--- src/rtl/syscall_print_unit.sv ---
// Syscall output engine: serialises integer/string print requests into a byte stream.
// Optional SYSCALL_NEWLINE_EN appends 8'h0A after every print request.
module syscall_print_unit #(
    parameter int DATA_W    = 32,
    parameter int N_WORDS   = 4,
    parameter int CODE_UINT = 8
) (
    input  logic                      clk,
    input  logic                      reset,
    input  logic                      req_valid,
    output logic                      req_ready,
    input  logic [31:0]               req_code,
    input  logic [N_WORDS*DATA_W-1:0] req_arg,
    output logic                      out_valid,
    input  logic                      out_ready,
    output logic [7:0]                out_char,
    output logic                      busy,
    output logic                      halted,
    output logic                      err_pulse
);

    localparam int BPW   = DATA_W / 8;
    localparam int DIG_N = (DATA_W * 30103 + 99999) / 100000 + 1;
    localparam int PW    = $clog2(DIG_N);
    localparam int WW    = $clog2(N_WORDS + 1);
    localparam int BW    = $clog2(BPW + 1);

    typedef enum logic [2:0] {
        IDLE,
        CONV,
        EMIT_SIGN,
        EMIT_INT,
        EMIT_STR,
`ifdef SYSCALL_NEWLINE_EN
        EMIT_NL,
`endif
        HALT
    } state_t;

    state_t                      state;
    logic                        live;
    logic [N_WORDS*DATA_W-1:0]   arg_q;
    logic [DATA_W-1:0]           mag;
    logic                        neg;
    logic [3:0]                  dig_buf [DIG_N];
    logic [PW-1:0]               pos;
    logic [WW-1:0]               word_i;
    logic [WW-1:0]               word_last;
    logic [BW-1:0]               byte_i;

    logic [DATA_W-1:0]           quo;
    logic [3:0]                  digit;
    logic                        xfer;
    logic                        is_uint;
    logic                        is_str;

    function automatic logic [7:0] ascii(input logic [3:0] d);
        return 8'h30 + {4'h0, d};
    endfunction

    function automatic logic [7:0] pick(input logic [N_WORDS*DATA_W-1:0] a,
                                        input logic [WW-1:0] w,
                                        input logic [BW-1:0] b);
        return a[int'(w) * DATA_W + int'(b) * 8 +: 8];
    endfunction

    always_comb begin
        quo     = mag / DATA_W'(10);
        digit   = 4'(mag - quo * DATA_W'(10));
        xfer    = out_valid && out_ready;
        is_uint = (req_code == 32'(CODE_UINT));
        is_str  = (req_code >= 32'd4) && (req_code <= 32'(3 + N_WORDS));
    end

    // live keeps req_ready low while reset is asserted and for the edge it is released on
    assign req_ready = live && (state == IDLE);
    assign halted    = (state == HALT);
    assign busy      = (state != IDLE) && (state != HALT);

    always_ff @(posedge clk or negedge reset) begin
        if (!reset) begin
            state     <= IDLE;
            live      <= 1'b0;
            arg_q     <= '0;
            mag       <= '0;
            neg       <= 1'b0;
            pos       <= '0;
            word_i    <= '0;
            word_last <= '0;
            byte_i    <= '0;
            out_valid <= 1'b0;
            out_char  <= '0;
            err_pulse <= 1'b0;
            for (int unsigned i = 0; i < DIG_N; i++) dig_buf[i] <= '0;
        end else begin
            live      <= 1'b1;
            err_pulse <= 1'b0;
            case (state)
                IDLE: begin
                    if (live && req_valid) begin
                        arg_q <= req_arg;
                        pos   <= '0;
                        if (is_uint) begin
                            mag   <= req_arg[DATA_W-1:0];
                            neg   <= 1'b0;
                            state <= CONV;
                        end else if (req_code == 32'd1) begin
                            neg   <= req_arg[DATA_W-1];
                            mag   <= req_arg[DATA_W-1] ? -req_arg[DATA_W-1:0]
                                                       : req_arg[DATA_W-1:0];
                            state <= CONV;
                        end else if (req_code == 32'd2) begin
                            state <= HALT;
                        end else if (req_code == 32'd3) begin
                            state <= IDLE;
                        end else if (is_str) begin
                            word_last <= WW'(req_code - 32'd4);
                            word_i    <= '0;
                            byte_i    <= BW'(BPW - 1);
                            out_char  <= req_arg[DATA_W-1 -: 8];
                            out_valid <= 1'b1;
                            state     <= EMIT_STR;
                        end else begin
                            err_pulse <= 1'b1;
                        end
                    end
                end
                // pos stops on the most significant digit, which is emitted straight from digit
                CONV: begin
                    dig_buf[pos] <= digit;
                    mag          <= quo;
                    if (quo == '0) begin
                        out_valid <= 1'b1;
                        if (neg) begin
                            out_char <= 8'h2D;
                            state    <= EMIT_SIGN;
                        end else begin
                            out_char <= ascii(digit);
                            state    <= EMIT_INT;
                        end
                    end else begin
                        pos <= pos + 1'b1;
                    end
                end
                EMIT_SIGN: begin
                    if (xfer) begin
                        out_char <= ascii(dig_buf[pos]);
                        state    <= EMIT_INT;
                    end
                end
                EMIT_INT: begin
                    if (xfer) begin
                        if (pos == '0) begin
`ifdef SYSCALL_NEWLINE_EN
                            out_char  <= 8'h0A;
                            state     <= EMIT_NL;
`else
                            out_valid <= 1'b0;
                            state     <= IDLE;
`endif
                        end else begin
                            pos      <= pos - 1'b1;
                            out_char <= ascii(dig_buf[PW'(pos - 1'b1)]);
                        end
                    end
                end
                EMIT_STR: begin
                    if (xfer) begin
                        if (byte_i == '0) begin
                            if (word_i == word_last) begin
`ifdef SYSCALL_NEWLINE_EN
                                out_char  <= 8'h0A;
                                state     <= EMIT_NL;
`else
                                out_valid <= 1'b0;
                                state     <= IDLE;
`endif
                            end else begin
                                word_i   <= word_i + 1'b1;
                                byte_i   <= BW'(BPW - 1);
                                out_char <= pick(arg_q, word_i + 1'b1, BW'(BPW - 1));
                            end
                        end else begin
                            byte_i   <= byte_i - 1'b1;
                            out_char <= pick(arg_q, word_i, byte_i - 1'b1);
                        end
                    end
                end
`ifdef SYSCALL_NEWLINE_EN
                EMIT_NL: begin
                    if (xfer) begin
                        out_valid <= 1'b0;
                        state     <= IDLE;
                    end
                end
`endif
                HALT: state <= HALT;
                default: begin
                    out_valid <= 1'b0;
                    state     <= IDLE;
                end
            endcase
        end
    end

endmodule

--- config.mk ---
export PLATFORM = sky130hd
export DESIGN_NAME = syscall_print_unit
export DESIGN_NICKNAME = d
export VERILOG_FILES = /design/src/rtl/syscall_print_unit.sv
export SDC_FILE = /design/constraint.sdc
export NUM_CORES = 1
export LEC_CHECK = 0
export CAP_MARGIN = 15
export CORE_ASPECT_RATIO = 0.9
export CORE_MARGIN = 1
export CORE_UTILIZATION = 40
export CTS_CLUSTER_SIZE = 28
export DETAILED_ROUTE_END_ITERATION = 7
export PLACE_DENSITY = 0.74
export SYNTH_ARGS = -nofsm -noshare
export SYNTH_HDL_FRONTEND = slang
export SYNTH_SLANG_ARGS = --single-unit
--- constraint.sdc ---
create_clock -name clk -period 13.3 [get_ports clk]
set_clock_uncertainty 0.1 [all_clocks]
set_input_delay 2.66 -clock clk [delete_from_list [all_inputs] [get_ports clk]]
set_output_delay 2.66 -clock clk [all_outputs]
set_load 0.02 [all_outputs]
# Yosys cells after proc, flatten, opt, wreduce, memory -nomap -nowiden
# Cells that the tools add are included.
# word_totals
register_bits	232
output_inout_bits	13
rom_bits	0
latch_bits	0
mem_count	0
mem_bits_rw	0
inputBits	164
# classes
reduce_logical	27
eq_ne	30
magnitude_cmp	5
n_mul	1
n_addsub	12
n_bitwise	7
shift	2
muxes	91
n_div	1
# op_table
cell	n
variable part select 128 x 10 -> 8 bit	2
two-way mux 32 bit	4
two-way mux 8 bit	13
two-way mux 3 bit	31
== test 32 x 2 -> 1 bit (second input constant)	2
one-hot mux 32 bit (2 select lines)	1
bitwise mux 44 bit	1
one-hot mux 8 bit (5 select lines)	1
two-way mux 4 bit	9
binary-select mux 4 bit (select 4 bit)	2
divider 32 x 4 -> 32 bit (second input constant)	1
== test 32 x 1 -> 1 bit (second input constant)	1
== test 32 x 4 -> 1 bit (second input constant)	1
greater-or-equal comparator 32 x 3 -> 1 bit (second input constant)	1
<= comparator 32 x 3 -> 1 bit (second input constant)	1
zero test 32 bit	1
multiplier 32 x 3 -> 3 bit (second input constant)	1
negator 32 bit	1
inequality test 2 bit (second input constant)	15
AND reduction 13 bit	2
two-way mux 1 bit	22
adder 6 x 4 -> 7 bit (first input constant)	3
one-hot mux 3 bit (6 select lines)	1
AND reduction 9 bit	2
other kinds (37)	57

# Logic depth before layout (Yosys ltp)
# Gate-level depths: netlist of run 1.
# depth
word_depth	9
depth_mapped	64
ltp_nobuf	49

# Least setup slack after synthesis of run 1
# Ideal clock, no wire load.
# synth_path
path_kind	register -> register
start	register mag[31]
end	register out_char[2]
t_required_ns	13.075
stages_incl_launch_ff	57
setup_slack_ns	0.745
path_buffers	7
arrival_ns	12.330
synth_period_minus_slack_ns	12.555
path_cell_list	dfrtp_1 buf_6 or3b_1 a311oi_2 a31o_1 buf_4 nor2_2 o311ai_2 o2bb2ai_2 mux2i_1 o41ai_2 nor3_4 o211ai_1 a31oi_1 a311oi_1 a2111o_1 a221oi_2 a211oi_1 (+21 left out) o2111a_1 nor2_4 buf_6 o21ai_0 a221oi_1 o221ai_1 a32o_1 ha_1 nor2b_1 o21ai_0 ha_1 inv_1 fa_1 o21ai_0 a21oi_1 a221oi_1 o21ai_0 mux2_2
# synth_via
elab_chain_len	7
elab_cells_between_ends	10
cone_classes	add/sub: 2; mul: 1; div: 1; eq/ne: 1; mux: 3; reduce/logical: 2
# synth_lines
element	line_no	rtl
start: declaration	43	logic [DATA_W-1:0] mag;
start signal: assignment	104	mag <= req_arg[DATA_W-1:0];
start signal: assignment	109	mag <= req_arg[DATA_W-1] ? -req_arg[DATA_W-1:0]
start signal: assignment	131	mag <= quo;
divider 32 x 4 -> 32 bit	68	quo = mag / DATA_W'(10);
multiplier 32 x 3 -> 3 bit	69	digit = 4'(mag - quo * DATA_W'(10));
subtractor 4 bit	69	
via digit[2]	52	logic [3:0] digit;
adder 6 x 4 -> 7 bit	58	return 8'h30 + {4'h0, d};
two-way mux 7 bit	134	if (neg) begin
two-way mux 8 bit	132	if (quo == '0) begin
one-hot mux 8 bit (5 select lines)	98	case (state)
end signal: assignment	120	out_char <= req_arg[DATA_W-1 -: 8];
end signal: assignment	138	out_char <= ascii(digit);
end signal: assignment	147	out_char <= ascii(dig_buf[pos]);
end: declaration	16	output logic [7:0] out_char,
# The timed path passes the listed nets, and every way through them passes these cells. The select of a mux whose other input is x is not followed.
# A chain may end at the register's enable or synchronous reset.

# Worst setup path in the final report of run 1
# layout_path
start	register mag[30]
end	register out_char[2]
# The elaborated chain is that of the path after synthesis.

==> results.yml, run 1 <==
run_status:
  status: "finished, final reports clean"
placement:
  gp_congestion: 0.926
  port_buffers: 176
  dpl.hpwl_um: 40100
  placed_area_mm2: 0.0202
routing:
  drt-initial-drc-count: 1567
  ant_nets: 0
  vias_per_cell: 6.25
  drtPass1Iterations: 7
  post-route-drc-count: 0
  num_vias: 16100
  wl_per_cell_um: 21.3
  finalWirelength_um: 54800
timing:
  min_period_ns: 12.70
  fin_crit_sh_pct: 95.5
  worst_slew_pin_slew_ns: 1.21
  max_freq_mhz: 78.7
  hold_violations: 0
  final-setup-viol-count: 0
  drv_slew: 0
  relSlewSlack_pct: 19.3
worst_setup_path:
  rr_startpoint: "mag[30]$_DFFE_PN0P_"
  r2r_end: "out_char[2]$_DFFE_PN0P_"
  slowest_stage: "dfrtp_2"
  critPathMaxFanout: 14
  worstPathRequired_ns: 13.63
  crit_path_start_kind: "flop"
  end_kind: "flop"
  reg2regPathDepth: 54
  slowest_delay_ns: 0.50
  critPathKind: "reg2reg"
  cp_common_cell: "buf_4"
  crit_arrival_ns: 13.04
  r2r_slack_ns: 0.60
cells_and_area:
  num_antenna_cells: 0
  fillerInstances: 3814
  layout-drive-gt1-share_pct: 26.4
  multi_input_area_mm2: 0.0113
  final_cell_area_mm2: 0.0217
  final-seq-area_mm2: 0.00581
  syn_to_final_growth_pct: 23.5
  finalNetCount: 2176
grt:
  grt_usage_pct: 23.9
  grt_start_max_net_pins: 108
  grt_pass1_wl_um: 86200
  antenna_found_initial: 1
  grt_overflow: 0
  grt_pass1_vias: 15300
die:
  die_y_um: 201
  initial_core_util_pct: 40.7
  fp.dieW_um: 223
  coreArea_mm2: 0.0432
  die_area_mm2: 0.0447
  io_pins: 177
  row_count: 72
cts:
  clock_sinks: 232
  cts.path.max_buffers: 3
  cts_tree: "yes"
  numCtsBuffers: 26
  ctsHtreeMaxLevel: 1
  cts-root-buf: "clkbuf_16"
  clk_latency_ns: 0.55
  path_clk_slew_ns: 0.06
  hold_buffers: 0
hold_path:
  hold_path_class: "reg2reg"
  holdCritStartpoint: "arg_q[97]$_DFFE_PN0P_"
  worstHoldPathCells: 1
  holdPathEnd: "arg_q[97]$_DFFE_PN0P_"
synthesis:
  synth_top_area_share_pct: 33.1
  synthArstFlopShare_pct: 100
  syn_area_per_cell_um2: 9.65
  synth-main-ff-cell: "dfrtp_1"
  synth.mux.area_fraction_pct: 20.9
  yosys.area_share.xor_xnor_pct: 3.63
  yosys.area.top_type: "dfrtp_1"
  synthAdderAreaFrac_pct: 1.33
  ys_seq_elements: 232
  ys_warn_count: 0
  yosysUniqueCellTypes: 116
  synth-compound-area-share_pct: 21.6
  synth.area.top_cells: "dfrtp_1, mux2_2, mux4_2"
  syn_nets: 1997
  synthCells: 1819
  synthesis.area_mm2: 0.0176
  yosysSeqAreaShare_pct: 33.1
  synth_top_family_by_area: "compound AO/OA/AOI/OAI gates"
  yosys.area_share.simple_pct: 14.7
  synth_edf_count: 0
power:
  powerDensity_mw_per_mm2: 73.8
  finalPower_mw: 1.60
  p_leak_nw: 8.90
  max-vdd-ir-drop_uv: 94.5
flow_run:
  cap_violations: 0
[sequential cells by signal (all words and copies together), names as in the netlist]
signal,cells
arg_q,128
neg,1
mag,32
byte_i,3
dig_buf,44
out_char,8
live,1
word_last,3
err_pulse,1
out_valid,1
pos,4
word_i,3
state,3
[area by class of cell]
| class | count | share of cell area (%) |
|---|---|---|
| multi-input cells | 1389 | 52.1 |
| flip-flops and latches | 232 | 26.8 |
| repair buffers | 304 | 12.7 |
| clock buffers | 36 | 3.64 |
| well taps | 555 | 3.20 |
| inverters | 45 | 0.779 |
| clock inverters | 11 | 0.774 |
[logic make-up (layout without fill, tap and decap cells)]
group	after synthesis	after routing
AOI/OAI and AO/OA	532	532
muxes	264	264
buffers and inverters	198	396
other	1	1
xor gates and xnor gates	71	71
and+or+nand+nor	502	502
adders and majority gates	19	19
DFF	232	232
[cell usage in the layout, fill, tap and decap left out, types with 11 or more instances in the layout]
cell type and count:
xnor2_1 41, o31ai_1 17, dfrtp_1 227, nor2b_1 14
mux2_2 169, a211oi_1 11, nand2b_1 16, nor3_1 34
o211ai_1 22, a221oi_1 12, a31oi_1 21, mux2i_1 25
o21ai_1 24, mux4_2 64, or3_1 14, xor2_1 26
o221ai_1 30, nand4_1 25, nor2_1 101, a21o_1 14
clkdlybuf4s50_1 175, buf_4 125, and3_1 14, o21ai_0 101
clkbuf_16 27, nor4_1 21, a21oi_1 101, ha_1 13
a22oi_1 14, nand3_1 46, inv_1 38, nand2_1 133
[power by group]
group | internal [mW] | total, mW | switching, mW
clock network | 0.492 | 0.798 | 0.306
registers | 0.706 | 0.706 | 0.0000938
logic | 0.0505 | 0.0957 | 0.0453
[metal layers]
metal | global-route usage (%) | wire, µm | vias up
met5 | 0 | 0 | -
met4 | 7.41 | 1730 | 0
met3 | 4.82 | 4470 | 97
met2 | 37.2 | 25300 | 695
met1 | 33.2 | 23300 | 7956
li1 | - | - | 7332
[worst max path at each step]
stage,to,cells past startpoint,from
floorplan,out_char[2]$_DFFE_PN0P_,56,mag[31]$_DFFE_PN0P_
global placement,out_char[2]$_DFFE_PN0P_,53,mag[30]$_DFFE_PN0P_
detailed placement,out_char[2]$_DFFE_PN0P_,52,mag[29]$_DFFE_PN0P_
finish,out_char[2]$_DFFE_PN0P_,54,mag[30]$_DFFE_PN0P_
CTS,out_char[2]$_DFFE_PN0P_,50,mag[29]$_DFFE_PN0P_
global route,out_char[2]$_DFFE_PN0P_,52,mag[27]$_DFFE_PN0P_
[metrics by stage]
stage	instances	TNS, ns	utilization [%]	setup WS, ns	hold WS, ns
2_1_floorplan	1819	0	-	0.745	0.361
3_3_place_gp	2511	0	46.9	0.363	0.377
3_5_place_dp	2511	0	46.9	0.0832	0.389
4_1_cts	2558	0	49.1	0.0245	0.403
5_1_grt	2572	-0.0734	50.2	-0.0734	0.413
6_report	2572	0	50.2	0.599	0.402
[synthesized netlist by cell type, drive strengths merged (25+ instances only)]
| cell type | number |
|---|---|
| xor2 | 26 |
| nor2 | 107 |
| mux4 | 64 |
| mux2i | 27 |
| a31oi | 26 |
| buf | 53 |
| xnor2 | 45 |
| nor3 | 41 |
| nand3 | 50 |
| dfrtp | 232 |
| o221ai | 33 |
| nand2 | 135 |
| o21ai | 128 |
| nand4 | 25 |
| a21oi | 109 |
| mux2 | 173 |
| inv | 39 |
| clkbuf | 100 |
[critical path: cells and delay by family, from the launching register on]
family	cells	cell delay [ns]
DFF	1	0.50
adders and majority gates	3	0.95
and+or+nand+nor	11	2.18
muxes	6	1.78
buffers and inverters	7	1.12
AOI/OAI and AO/OA	27	5.94
[timing repair]
| action | 4_1_cts | 5_1_grt |
|---|---|---|
| buffers inserted | 0 | 14 |
| gates resized for setup | 0 | 82 |
| setup endpoints to repair | 0 | 48 |
Note: power is estimated with default switching activity, not from simulation.
==> run 2: changes to the inputs <==
--- a/config.mk
+++ b/config.mk
@@ -7,7 +7,7 @@
 export LEC_CHECK = 0
 export CAP_MARGIN = 15
 export CORE_ASPECT_RATIO = 0.9
-export CORE_MARGIN = 1
+export CORE_MARGIN = 2
 export CORE_UTILIZATION = 40
 export CTS_CLUSTER_SIZE = 28
 export DETAILED_ROUTE_END_ITERATION = 7
==> results.yml, run 2 (same netlist as run 1, synthesis figures left out) <==
run_status:
  status: "finished, final reports clean"
timing:
  final-setup-viol-count: 0
  worst_slack_ns: 0.353
  max_freq_mhz: 77.2
  worst_slew_pin_slew_ns: 1.12
  holdWs_ns: 0.397
  drv_slew: 0
  hold_violations: 0
  relSlewSlack_pct: 25.6
  fin_crit_sh_pct: 97.3
  min_period_ns: 12.95
power:
  p_clk_share_pct: 47.1
  p_int_mw: 1.17
  p_sw_share_pct: 22.7
  p_leak_nw: 8.90
  p_comb_share_pct: 6.3
  powerDensity_mw_per_mm2: 69.7
  p_seq_share_pct: 46.6
  max-vdd-ir-drop_uv: 123
  p_sw_mw: 0.345
placement:
  detailedPlace.worstSlack_ns: -0.146
  gp_congestion: 0.924
  dpl.hpwl_um: 39700
  port_buffers: 176
die:
  die_area_mm2: 0.0456
  die_y_um: 203
  initial_core_util_pct: 40.7
  row_count: 72
  coreArea_mm2: 0.0432
  io_pins: 177
  fp.dieW_um: 225
cts:
  ctsHtreeMaxLevel: 1
  cts.path.max_buffers: 3
  path_clk_slew_ns: 0.06
  clock_sinks: 232
  numCtsBuffers: 26
  cts-root-buf: "clkbuf_16"
  cts_tree: "yes"
  clk_latency_ns: 0.55
routing:
  ant_nets: 0
  num_vias: 16300
  vias_per_cell: 6.31
  drtPass1Iterations: 5
  finalWirelength_um: 55900
  drt-initial-drc-count: 1907
  post-route-drc-count: 0
  wl_per_cell_um: 21.7
grt:
  grt_pass1_wl_um: 86600
  grt_start_max_net_pins: 82
  antenna_found_initial: 0
  grt_usage_pct: 23.4
  grt_overflow: 0
  grt_pass1_vias: 15500
worst_setup_path:
  critPathKind: "reg2reg"
  crit_arrival_ns: 13.27
  crit_path_start_kind: "flop"
  slowest_stage: "or4_1"
  cp_common_cell: "buf_4"
  slowest_delay_ns: 0.52
  worstPathRequired_ns: 13.62
  critPathMaxFanout: 8
  end_kind: "flop"
cells_and_area:
  largest_reg_flops: 128
  regMostFlops: "arg_q"
  fillerInstances: 3795
  syn_to_final_growth_pct: 23.9
  top_regs: "arg_q (128), dig_buf (44), mag (32)"
  final_common_cell: "dfrtp_1"
  multi_input_area_mm2: 0.0114
  final_cell_mix: "dfrtp_1, clkdlybuf4s50_1, mux2_2, nand2_1, buf_4"
  finalNetCount: 2185
  num_antenna_cells: 0
  final-seq-area_mm2: 0.00581
  final_util_pct: 50.4
  layout-drive-gt1-share_pct: 27.2
hold_path:
  hold_path_class: "reg2reg"
flow_run:
  cap_violations: 0
## run 2: cell count changes in the layout (fill, tap and decap cells not counted), moves of 3 or more
cell	change
o31ai_1	+3
nor3b_2	+3
buf_6	+5
bufinv_16	-3
nor3b_1	-3
dfrtp_2	-3
buf_4	+4
## run 2: critical path, delay by kind of cell (launching register included)
kind | cells | cell delay, ns
buf+inv | 6 | 0.90
flops | 1 | 0.51
compound gates | 26 | 5.69
simple gates | 16 | 4.02
mux | 3 | 0.63
fa+ha+maj | 3 | 0.96
## run 2: through the flow
step	area, µm²	power (mW)	setup TNS [ns]	instances
2_1_floorplan	17600	0.735	0	1819
3_3_place_gp	20200	0.813	0	2507
3_5_place_dp	20200	0.814	-0.150	2507
4_1_cts	21000	1.53	0	2550
5_1_grt	21800	1.56	-0.189	2577
6_report	21800	1.52	0	2577
## run 2: area by class of cell
class	instances	share of cell area (%)
multi-input combinational	1390	52.5
timing repair buffer	312	12.9
sequential	232	26.7
tap	555	3.19
clock buffer	36	3.49
inverter	45	0.776
clock inverter	7	0.374
## run 2: power by group through the flow
| stage | Sequential, mW | Clock [mW] | Combinational [mW] |
|---|---|---|---|
| 2_1_floorplan | 0.719 | 0 | 0.0155 |
| 3_3_place_gp | 0.719 | 0 | 0.0944 |
| 3_5_place_dp | 0.719 | 0 | 0.0952 |
| 4_1_cts | 0.706 | 0.726 | 0.0960 |
| 5_1_grt | 0.706 | 0.753 | 0.103 |
| 6_report | 0.706 | 0.715 | 0.0957 |
## run 2: final timing paths
path	from	endpoint	slack (ns)	cells after the start
max	mag[27]$_DFFE_PN0P_	out_char[2]$_DFFE_PN0P_	0.35	54
min	arg_q[51]$_DFFE_PN0P_	arg_q[51]$_DFFE_PN0P_	0.40	1
max reg2reg	mag[27]$_DFFE_PN0P_	out_char[2]$_DFFE_PN0P_	0.35	54
min reg2reg	arg_q[51]$_DFFE_PN0P_	arg_q[51]$_DFFE_PN0P_	0.40	1
max in group asynchronous	reset	dig_buf[13]$_DFFE_PN0P_	9.59	2
min in group asynchronous	reset	mag[11]$_DFFE_PN0P_	1.98	1
## run 2: layer usage
layer	up-vias	wire (µm)	track usage (%)	part of all wire [%]
met5	-	0	0	0
met4	0	1900	7.50	3.4
met3	116	4970	4.47	8.9
met2	787	25400	36.5	45
met1	8025	23600	32.9	42
li1	7336	-	-	-
## run 2: what timing repair did
| item | CTS | global route |
|---|---|---|
| buffers inserted | 0 | 25 |
| pin swaps | 0 | 30 |
| resized for setup | 4 | 100 |
| endpoints found under the setup margin | 2 | 35 |
| cloned | 0 | 1 |
| hold buffers | 0 | 0 |
